===== config.mk =====
export PLATFORM = sky130hd
export DESIGN_NAME = quire_window_arbiter
export DESIGN_NICKNAME = d
export VERILOG_FILES = /design/src/rtl/quire_window_arbiter_pkg.sv /design/src/rtl/quire_window_arbiter_id_fifo.sv /design/src/rtl/quire_window_arbiter.sv
export SDC_FILE = /design/constraint.sdc
export NUM_CORES = 1
export LEC_CHECK = 0
export CELL_PAD_IN_SITES_DETAIL_PLACEMENT = 0
export CELL_PAD_IN_SITES_GLOBAL_PLACEMENT = 1
export CORE_MARGIN = 8
export CORE_UTILIZATION = 26
export CTS_BUF_LIST = sky130_fd_sc_hd__clkbuf_4 sky130_fd_sc_hd__clkbuf_8 sky130_fd_sc_hd__clkbuf_16
export DETAILED_ROUTE_END_ITERATION = 12
export PLACE_DENSITY_LB_ADDON = 0.1
export SETUP_SLACK_MARGIN = 0.02
export SYNTH_ARGS = -nofsm -noshare
export SYNTH_HDL_FRONTEND = slang
export SYNTH_SLANG_ARGS = --single-unit

===== constraint.sdc =====
create_clock -name clk -period 2.6 [get_ports clk]
set_clock_uncertainty 0.05 [all_clocks]
set_input_delay 0.65 -clock clk [delete_from_list [all_inputs] [get_ports clk]]
set_output_delay 0.65 -clock clk [all_outputs]
set_load 0.005 [all_outputs]

===== src/rtl/quire_window_arbiter_pkg.sv =====
// Shared types and width helpers for the quire window arbiter.
// Widths follow the decoded-posit layout: hidden bit plus fraction, doubled for products.
package quire_window_arbiter_pkg;

  typedef enum logic [0:0] {
    IDLE = 1'b0,
    BUSY = 1'b1
  } quire_arb_state_t;

  function automatic int fraction_width(input int pw, input int es, input int is_prod);
    int fw;
    fw = pw - es - 2;
    return (is_prod != 0) ? 2 * fw : fw;
  endfunction

  function automatic int scale_width(input int pw, input int es, input int is_prod);
    int sw;
    sw = $clog2(pw) + es + 1;
    return (is_prod != 0) ? sw + 1 : sw;
  endfunction

  function automatic int id_width(input int n);
    return (n > 1) ? $clog2(n) : 1;
  endfunction

endpackage


===== src/rtl/quire_window_arbiter_id_fifo.sv =====
// Small ID FIFO recording which requester owns each window in flight in the quire.
// Push while full and pop while empty are ignored; the owner flags them as errors.
module arb_id_fifo #(
  parameter int WIDTH = 2,
  parameter int DEPTH = 4,
  localparam int AW = $clog2(DEPTH)
) (
  input  logic             clk,
  input  logic             rst_n,
  input  logic             push,
  input  logic [WIDTH-1:0] din,
  input  logic             pop,
  output logic [WIDTH-1:0] head,
  output logic             full,
  output logic             empty,
  output logic [AW:0]      count
);

  logic [WIDTH-1:0] mem [DEPTH];
  logic [AW-1:0]    wr_ptr;
  logic [AW-1:0]    rd_ptr;
  logic             do_push;
  logic             do_pop;

  assign full    = (count == (AW+1)'(DEPTH));
  assign empty   = (count == '0);
  assign do_push = push && !full;
  assign do_pop  = pop && !empty;
  assign head    = mem[rd_ptr];

  always_ff @(posedge clk or negedge rst_n) begin
    if (!rst_n) begin
      for (int i = 0; i < DEPTH; i++) mem[i] <= '0;
      wr_ptr <= '0;
      rd_ptr <= '0;
      count  <= '0;
    end else begin
      if (do_push) begin
        mem[wr_ptr] <= din;
        wr_ptr      <= wr_ptr + 1'b1;
      end
      if (do_pop) rd_ptr <= rd_ptr + 1'b1;
      case ({do_push, do_pop})
        2'b10:   count <= count + 1'b1;
        2'b01:   count <= count - 1'b1;
        default: count <= count;
      endcase
    end
  end

endmodule


===== src/rtl/quire_window_arbiter.sv =====
// Window-granular round-robin arbiter sharing one quire between NUM_REQ requesters.
// Each granted window's owner ID is queued so quire results leave tagged with it.
module quire_window_arbiter
  import quire_window_arbiter_pkg::*;
#(
  parameter int POSIT_WIDTH   = 4,
  parameter int POSIT_ES      = 0,
  parameter int IS_PROD_ACCUM = 1,
  parameter int NUM_REQ       = 4,
  parameter int ID_FIFO_DEPTH = 4,
  localparam int FW  = fraction_width(POSIT_WIDTH, POSIT_ES, IS_PROD_ACCUM),
  localparam int SW  = scale_width(POSIT_WIDTH, POSIT_ES, IS_PROD_ACCUM),
  localparam int IDW = id_width(NUM_REQ)
) (
  input  logic                  clk,
  input  logic                  rst_n,
  input  logic [NUM_REQ-1:0]    req_rts_i,
  output logic [NUM_REQ-1:0]    req_rtr_o,
  input  logic [NUM_REQ-1:0]    req_sow_i,
  input  logic [NUM_REQ-1:0]    req_eow_i,
  input  logic [NUM_REQ-1:0]    req_sign_i,
  input  logic [NUM_REQ-1:0]    req_zero_i,
  input  logic [NUM_REQ-1:0]    req_NaR_i,
  input  logic [NUM_REQ*FW-1:0] req_fraction_i,
  input  logic [NUM_REQ*SW-1:0] req_scale_i,
  output logic                  q_rts_o,
  input  logic                  q_rtr_i,
  output logic                  q_sow_o,
  output logic                  q_eow_o,
  output logic                  q_sign_o,
  output logic                  q_zero_o,
  output logic                  q_NaR_o,
  output logic [FW-1:0]         q_fraction_o,
  output logic [SW-1:0]         q_scale_o,
  input  logic                  res_rts_i,
  input  logic                  res_eow_i,
  output logic                  res_rtr_o,
  output logic                  out_rts_o,
  input  logic                  out_rtr_i,
  output logic [IDW-1:0]        out_id_o,
  output logic                  err_o
);

  localparam int CW = $clog2(ID_FIFO_DEPTH) + 1;

  quire_arb_state_t state_q, state_d;
  logic [IDW-1:0]   grant_q, grant_d;
  logic [IDW-1:0]   rr_ptr_q, rr_ptr_d;
  logic             beat_seen_q, beat_seen_d;
  logic             err_q;
  logic             pick_valid;
  logic [IDW-1:0]   pick_id;
  logic             push;
  logic             extra_sow;
  logic             pop_req;
  logic             fifo_full;
  logic             fifo_empty;
  logic [CW-1:0]    fifo_count;
  logic [FW-1:0]    frac_arr [NUM_REQ];
  logic [SW-1:0]    scale_arr [NUM_REQ];

  // Scan starts just after the last winner; the lowest offset wins, so scan downward.
  function automatic logic [IDW:0] rr_pick(input logic [NUM_REQ-1:0] cand,
                                           input logic [IDW-1:0] ptr);
    logic [IDW:0]   r;
    logic [IDW-1:0] k;
    r = '0;
    for (int i = NUM_REQ; i >= 1; i--) begin
      k = IDW'((int'(ptr) + i) % NUM_REQ);
      if (cand[k]) r = {1'b1, k};
    end
    return r;
  endfunction

  for (genvar g = 0; g < NUM_REQ; g++) begin : g_unpack
    assign frac_arr[g]  = req_fraction_i[g*FW +: FW];
    assign scale_arr[g] = req_scale_i[g*SW +: SW];
  end

  assign q_sow_o      = req_sow_i[grant_q];
  assign q_eow_o      = req_eow_i[grant_q];
  assign q_sign_o     = req_sign_i[grant_q];
  assign q_zero_o     = req_zero_i[grant_q];
  assign q_NaR_o      = req_NaR_i[grant_q];
  assign q_fraction_o = frac_arr[grant_q];
  assign q_scale_o    = scale_arr[grant_q];

  always_comb begin
    state_d     = state_q;
    grant_d     = grant_q;
    rr_ptr_d    = rr_ptr_q;
    beat_seen_d = beat_seen_q;
    req_rtr_o   = '0;
    q_rts_o     = 1'b0;
    push        = 1'b0;
    extra_sow   = 1'b0;
    {pick_valid, pick_id} = rr_pick(req_rts_i & req_sow_i, rr_ptr_q);
    case (state_q)
      IDLE: begin
        if (pick_valid && !fifo_full) begin
          grant_d     = pick_id;
          beat_seen_d = 1'b0;
          state_d     = BUSY;
        end
      end
      BUSY: begin
        q_rts_o            = req_rts_i[grant_q];
        req_rtr_o[grant_q] = q_rtr_i;
        if (req_rts_i[grant_q] && q_rtr_i) begin
          beat_seen_d = 1'b1;
          push        = req_sow_i[grant_q];
          extra_sow   = req_sow_i[grant_q] && beat_seen_q;
          if (req_eow_i[grant_q]) begin
            rr_ptr_d = grant_q;
            state_d  = IDLE;
          end
        end
      end
      default: state_d = IDLE;
    endcase
  end

  always_ff @(posedge clk or negedge rst_n) begin
    if (!rst_n) begin
      state_q     <= IDLE;
      grant_q     <= '0;
      rr_ptr_q    <= IDW'(NUM_REQ - 1);
      beat_seen_q <= 1'b0;
      err_q       <= 1'b0;
    end else begin
      state_q     <= state_d;
      grant_q     <= grant_d;
      rr_ptr_q    <= rr_ptr_d;
      beat_seen_q <= beat_seen_d;
      err_q       <= err_q | extra_sow | (pop_req & fifo_empty);
    end
  end

  assign pop_req   = res_rts_i & out_rtr_i & res_eow_i;
  assign out_rts_o = res_rts_i;
  assign res_rtr_o = out_rtr_i;
  assign err_o     = err_q;

  arb_id_fifo #(
    .WIDTH (IDW),
    .DEPTH (ID_FIFO_DEPTH)
  ) u_fifo (
    .clk   (clk),
    .rst_n (rst_n),
    .push  (push),
    .din   (grant_q),
    .pop   (pop_req),
    .head  (out_id_o),
    .full  (fifo_full),
    .empty (fifo_empty),
    .count (fifo_count)
  );

endmodule


==> results.json <==
{
  "cpLargestDelayFamily": "buffers and inverters",
  "vias_per_cell": 4.57,
  "worstHoldPathType": "reg -> reg",
  "crit_fanout": 2,
  "routed_wl_um": 5090,
  "worstSetupStartpoint": "req_sow_i[3]",
  "end_kind": "flop",
  "start_util": 0.267,
  "wl_met1_um": 1960,
  "drt_first_pass_iters": 4,
  "core_um2": 5890,
  "cts_root_buf": "clkbuf_8",
  "ys_async_sr_fraction": 1.00,
  "post-route-cell-area_um2": 2740,
  "synthFlopType": "dfrtp_1",
  "drtIter0Drc": 31,
  "synth_nets": 190,
  "cpMaxStageDelayCell": "mux4_2",
  "gp_congestion": 0.768,
  "crit_type": "in -> reg",
  "hp-start": "err_o",
  "switching_share": 0.333,
  "drc_errors": 0,
  "critPathRequiredTime_ns": 2.69,
  "port_buffers": 84,
  "cp-start-kind": "input port",
  "synth_seq_cells": 22,
  "ys_seq_area_frac": 0.352,
  "synth_top_cell_by_area": "dfrtp_1",
  "crit_chain": "dlygate4sd2_1 -> mux4_2 -> buf_4 -> and4bb_1 -> inv_2 -> ha_4 -> inv_2 -> fa_2 -> xor2_1 -> nor2_1 -> xor2_1",
  "grt_pass1_vias": 1571,
  "cts_made_buffers": 3,
  "crit_arrival_ns": 2.67,
  "vdd_ir_drop_max_uv": 451,
  "ys_types": 37,
  "hold_buffers": 0,
  "setup_viol": 0,
  "met2RoutedLength_um": 2840,
  "setup_ws_ns": 0.0265,
  "placed_area_um2": 2630,
  "top_layer_used": "met4",
  "avgSynthCellArea_um2": 12.9,
  "cts.htree.levels": 1,
  "grt_overflow": 0,
  "p_int_uw": 1660,
  "drv_cap": 0,
  "pwr-share-seq": 0.278,
  "synthCells": 122,
  "finish.utilization": 0.465,
  "r2r_start": "grant_q[0]",
  "final_nets": 296,
  "power_frac_comb": 0.593,
  "synth_area_leaders": "dfrtp_1, mux4_2, mux2_4, ha_1, dfstp_2",
  "clockPowerShare": 0.129,
  "clkTransAtPathRegs_ns": 0.08,
  "worstSkewPairLatency_ns": 0.27,
  "synth_area_um2": 1570,
  "tritoncts": "yes",
  "synth_edf_count": 0,
  "grt_first_pass_wirelength_um": 8080,
  "wl_per_cell_um": 16.9,
  "clockBufferDepth": 2,
  "ys_warn_count": 0,
  "vias": 1379,
  "die_w_um": 93.8,
  "die_area_um2": 8790,
  "leakage_uw": 0.00125,
  "ios": 85,
  "crit_buf_inv": 4,
  "synth_common_cells": "dfrtp_1, mux4_2, inv_1, mux2_4",
  "powerDensity_nw_per_um2": 912,
  "hold_viol_final": 0,
  "die-height_um": 93.8,
  "wl_met3_um": 226,
  "antenna-diode-count": 0,
  "grt_setup_unrepaired": "true",
  "p_sw_uw": 830,
  "yosysMostFrequentCell": "dfrtp_1",
  "outcome": "complete, no violations",
  "grt_max_degree": 23,
  "slowest_delay_ns": 0.50,
  "antenna_left": 0,
  "antenna_found_initial": 0,
  "rows": 28,
  "slew_viol_final": 0,
  "fin_crit_sh": 0.990,
  "synth_top_area_share": 0.318,
  "tightest_slew_ns": 0.582,
  "dpl.hpwl_um": 4340,
  "max_freq_ghz": 0.389,
  "layout_min_cycle_time_ns": 2.57,
  "maxSlewHeadroom": 0.610,
  "drive_above_1_share": 0.304,
  "area_growth_syn_to_layout_pct": 73.9,
  "pre_cts_slack_ns": -0.335,
  "cts_num_sinks": 22,
  "grt_usage": 0.115
}
-- flip-flops by register name (all words and copies together), names as in the netlist --
| signal | flops |
|---|---|
| err_o | 1 |
| u_fifo.count | 3 |
| rr_ptr_q | 2 |
| u_fifo.mem | 8 |
| state_q | 1 |
| u_fifo.wr_ptr | 2 |
| grant_q | 2 |
| u_fifo.rd_ptr | 2 |
| beat_seen_q | 1 |
-- placed cells by master, fill, tap and decap left out, drive strengths merged, types with 3 or more instances in the layout --
cell type,count
nand2,10
nor2,6
xnor2,3
xor2,3
a21oi,4
mux2,10
dlygate4sd2,23
ha,5
dfrtp,20
buf,25
mux4,16
clkbuf,3
nor3,5
inv,8
clkdlybuf4s50,58
-- per-stage QoR --
step	instances	hold WS [ns]	TNS, ns	power (µW)
floorplan	122	0.304	0	1500
global placement	293	0.414	-1.95	2190
detailed placement	293	0.442	-2.28	2220
CTS	301	0.460	0	2530
global route	302	0.474	-0.0362	2690
finish	302	0.461	0	2490
-- per-layer routing --
metal	vias up	GRT usage
met5	-	0
met4	0	0.0211
met3	6	0.0336
met2	33	0.212
met1	674	0.126
li1	666	-
-- layout make-up --
type                            count  area, µm²
Sequential cell                    22        554
Inverter                            8       30.0
Clock inverter                      1       30.0
Timing Repair Buffer              109       1030
Fill cell                         553       3150
Clock buffer                        3       41.3
Multi-Input combinational cell     84        956
Tap cell                           75       93.8
-- worst paths after layout --
kind                       depth (start not counted)  slack, ns               to
setup / recovery                                  11       0.03  u_fifo.count[2]
hold / removal                                     1       0.46            err_o
setup reg to reg                                  10       0.16  u_fifo.count[2]
hold reg to reg                                    1       0.46            err_o
max in group asynchronous                          2       1.54      rr_ptr_q[0]
min in group asynchronous                          2       0.67    u_fifo.mem[6]
-- power groups by stage --
stage | combinational (µW) | clock, µW | sequential [µW]
2_1_floorplan | 866 | 0 | 634
3_3_place_gp | 1490 | 0 | 693
3_5_place_dp | 1520 | 0 | 698
4_1_cts | 1510 | 331 | 694
5_1_grt | 1620 | 346 | 722
6_report | 1480 | 322 | 693
-- repair_timing --
| action | 4_1_cts | 5_1_grt |
|---|---|---|
| resized for setup | 31 | 2 |
| endpoints found under the setup margin | 17 | 4 |
| pin swaps | 4 | 1 |
| setup buffers | 4 | 1 |
-- kinds of logic after synthesis --
| family | Yosys count | share of synthesized area |
|---|---|---|
| and+or+nand+nor | 29 | 0.108 |
| muxes | 28 | 0.333 |
| DFF | 22 | 0.352 |
| buffers and inverters | 16 | 0.0533 |
| AOI/OAI and AO/OA | 15 | 0.0684 |
| xor gates and xnor gates | 6 | 0.0334 |
| adders and majority gates | 6 | 0.0525 |
No activity file was read; power rests on OpenSTA's default activity.
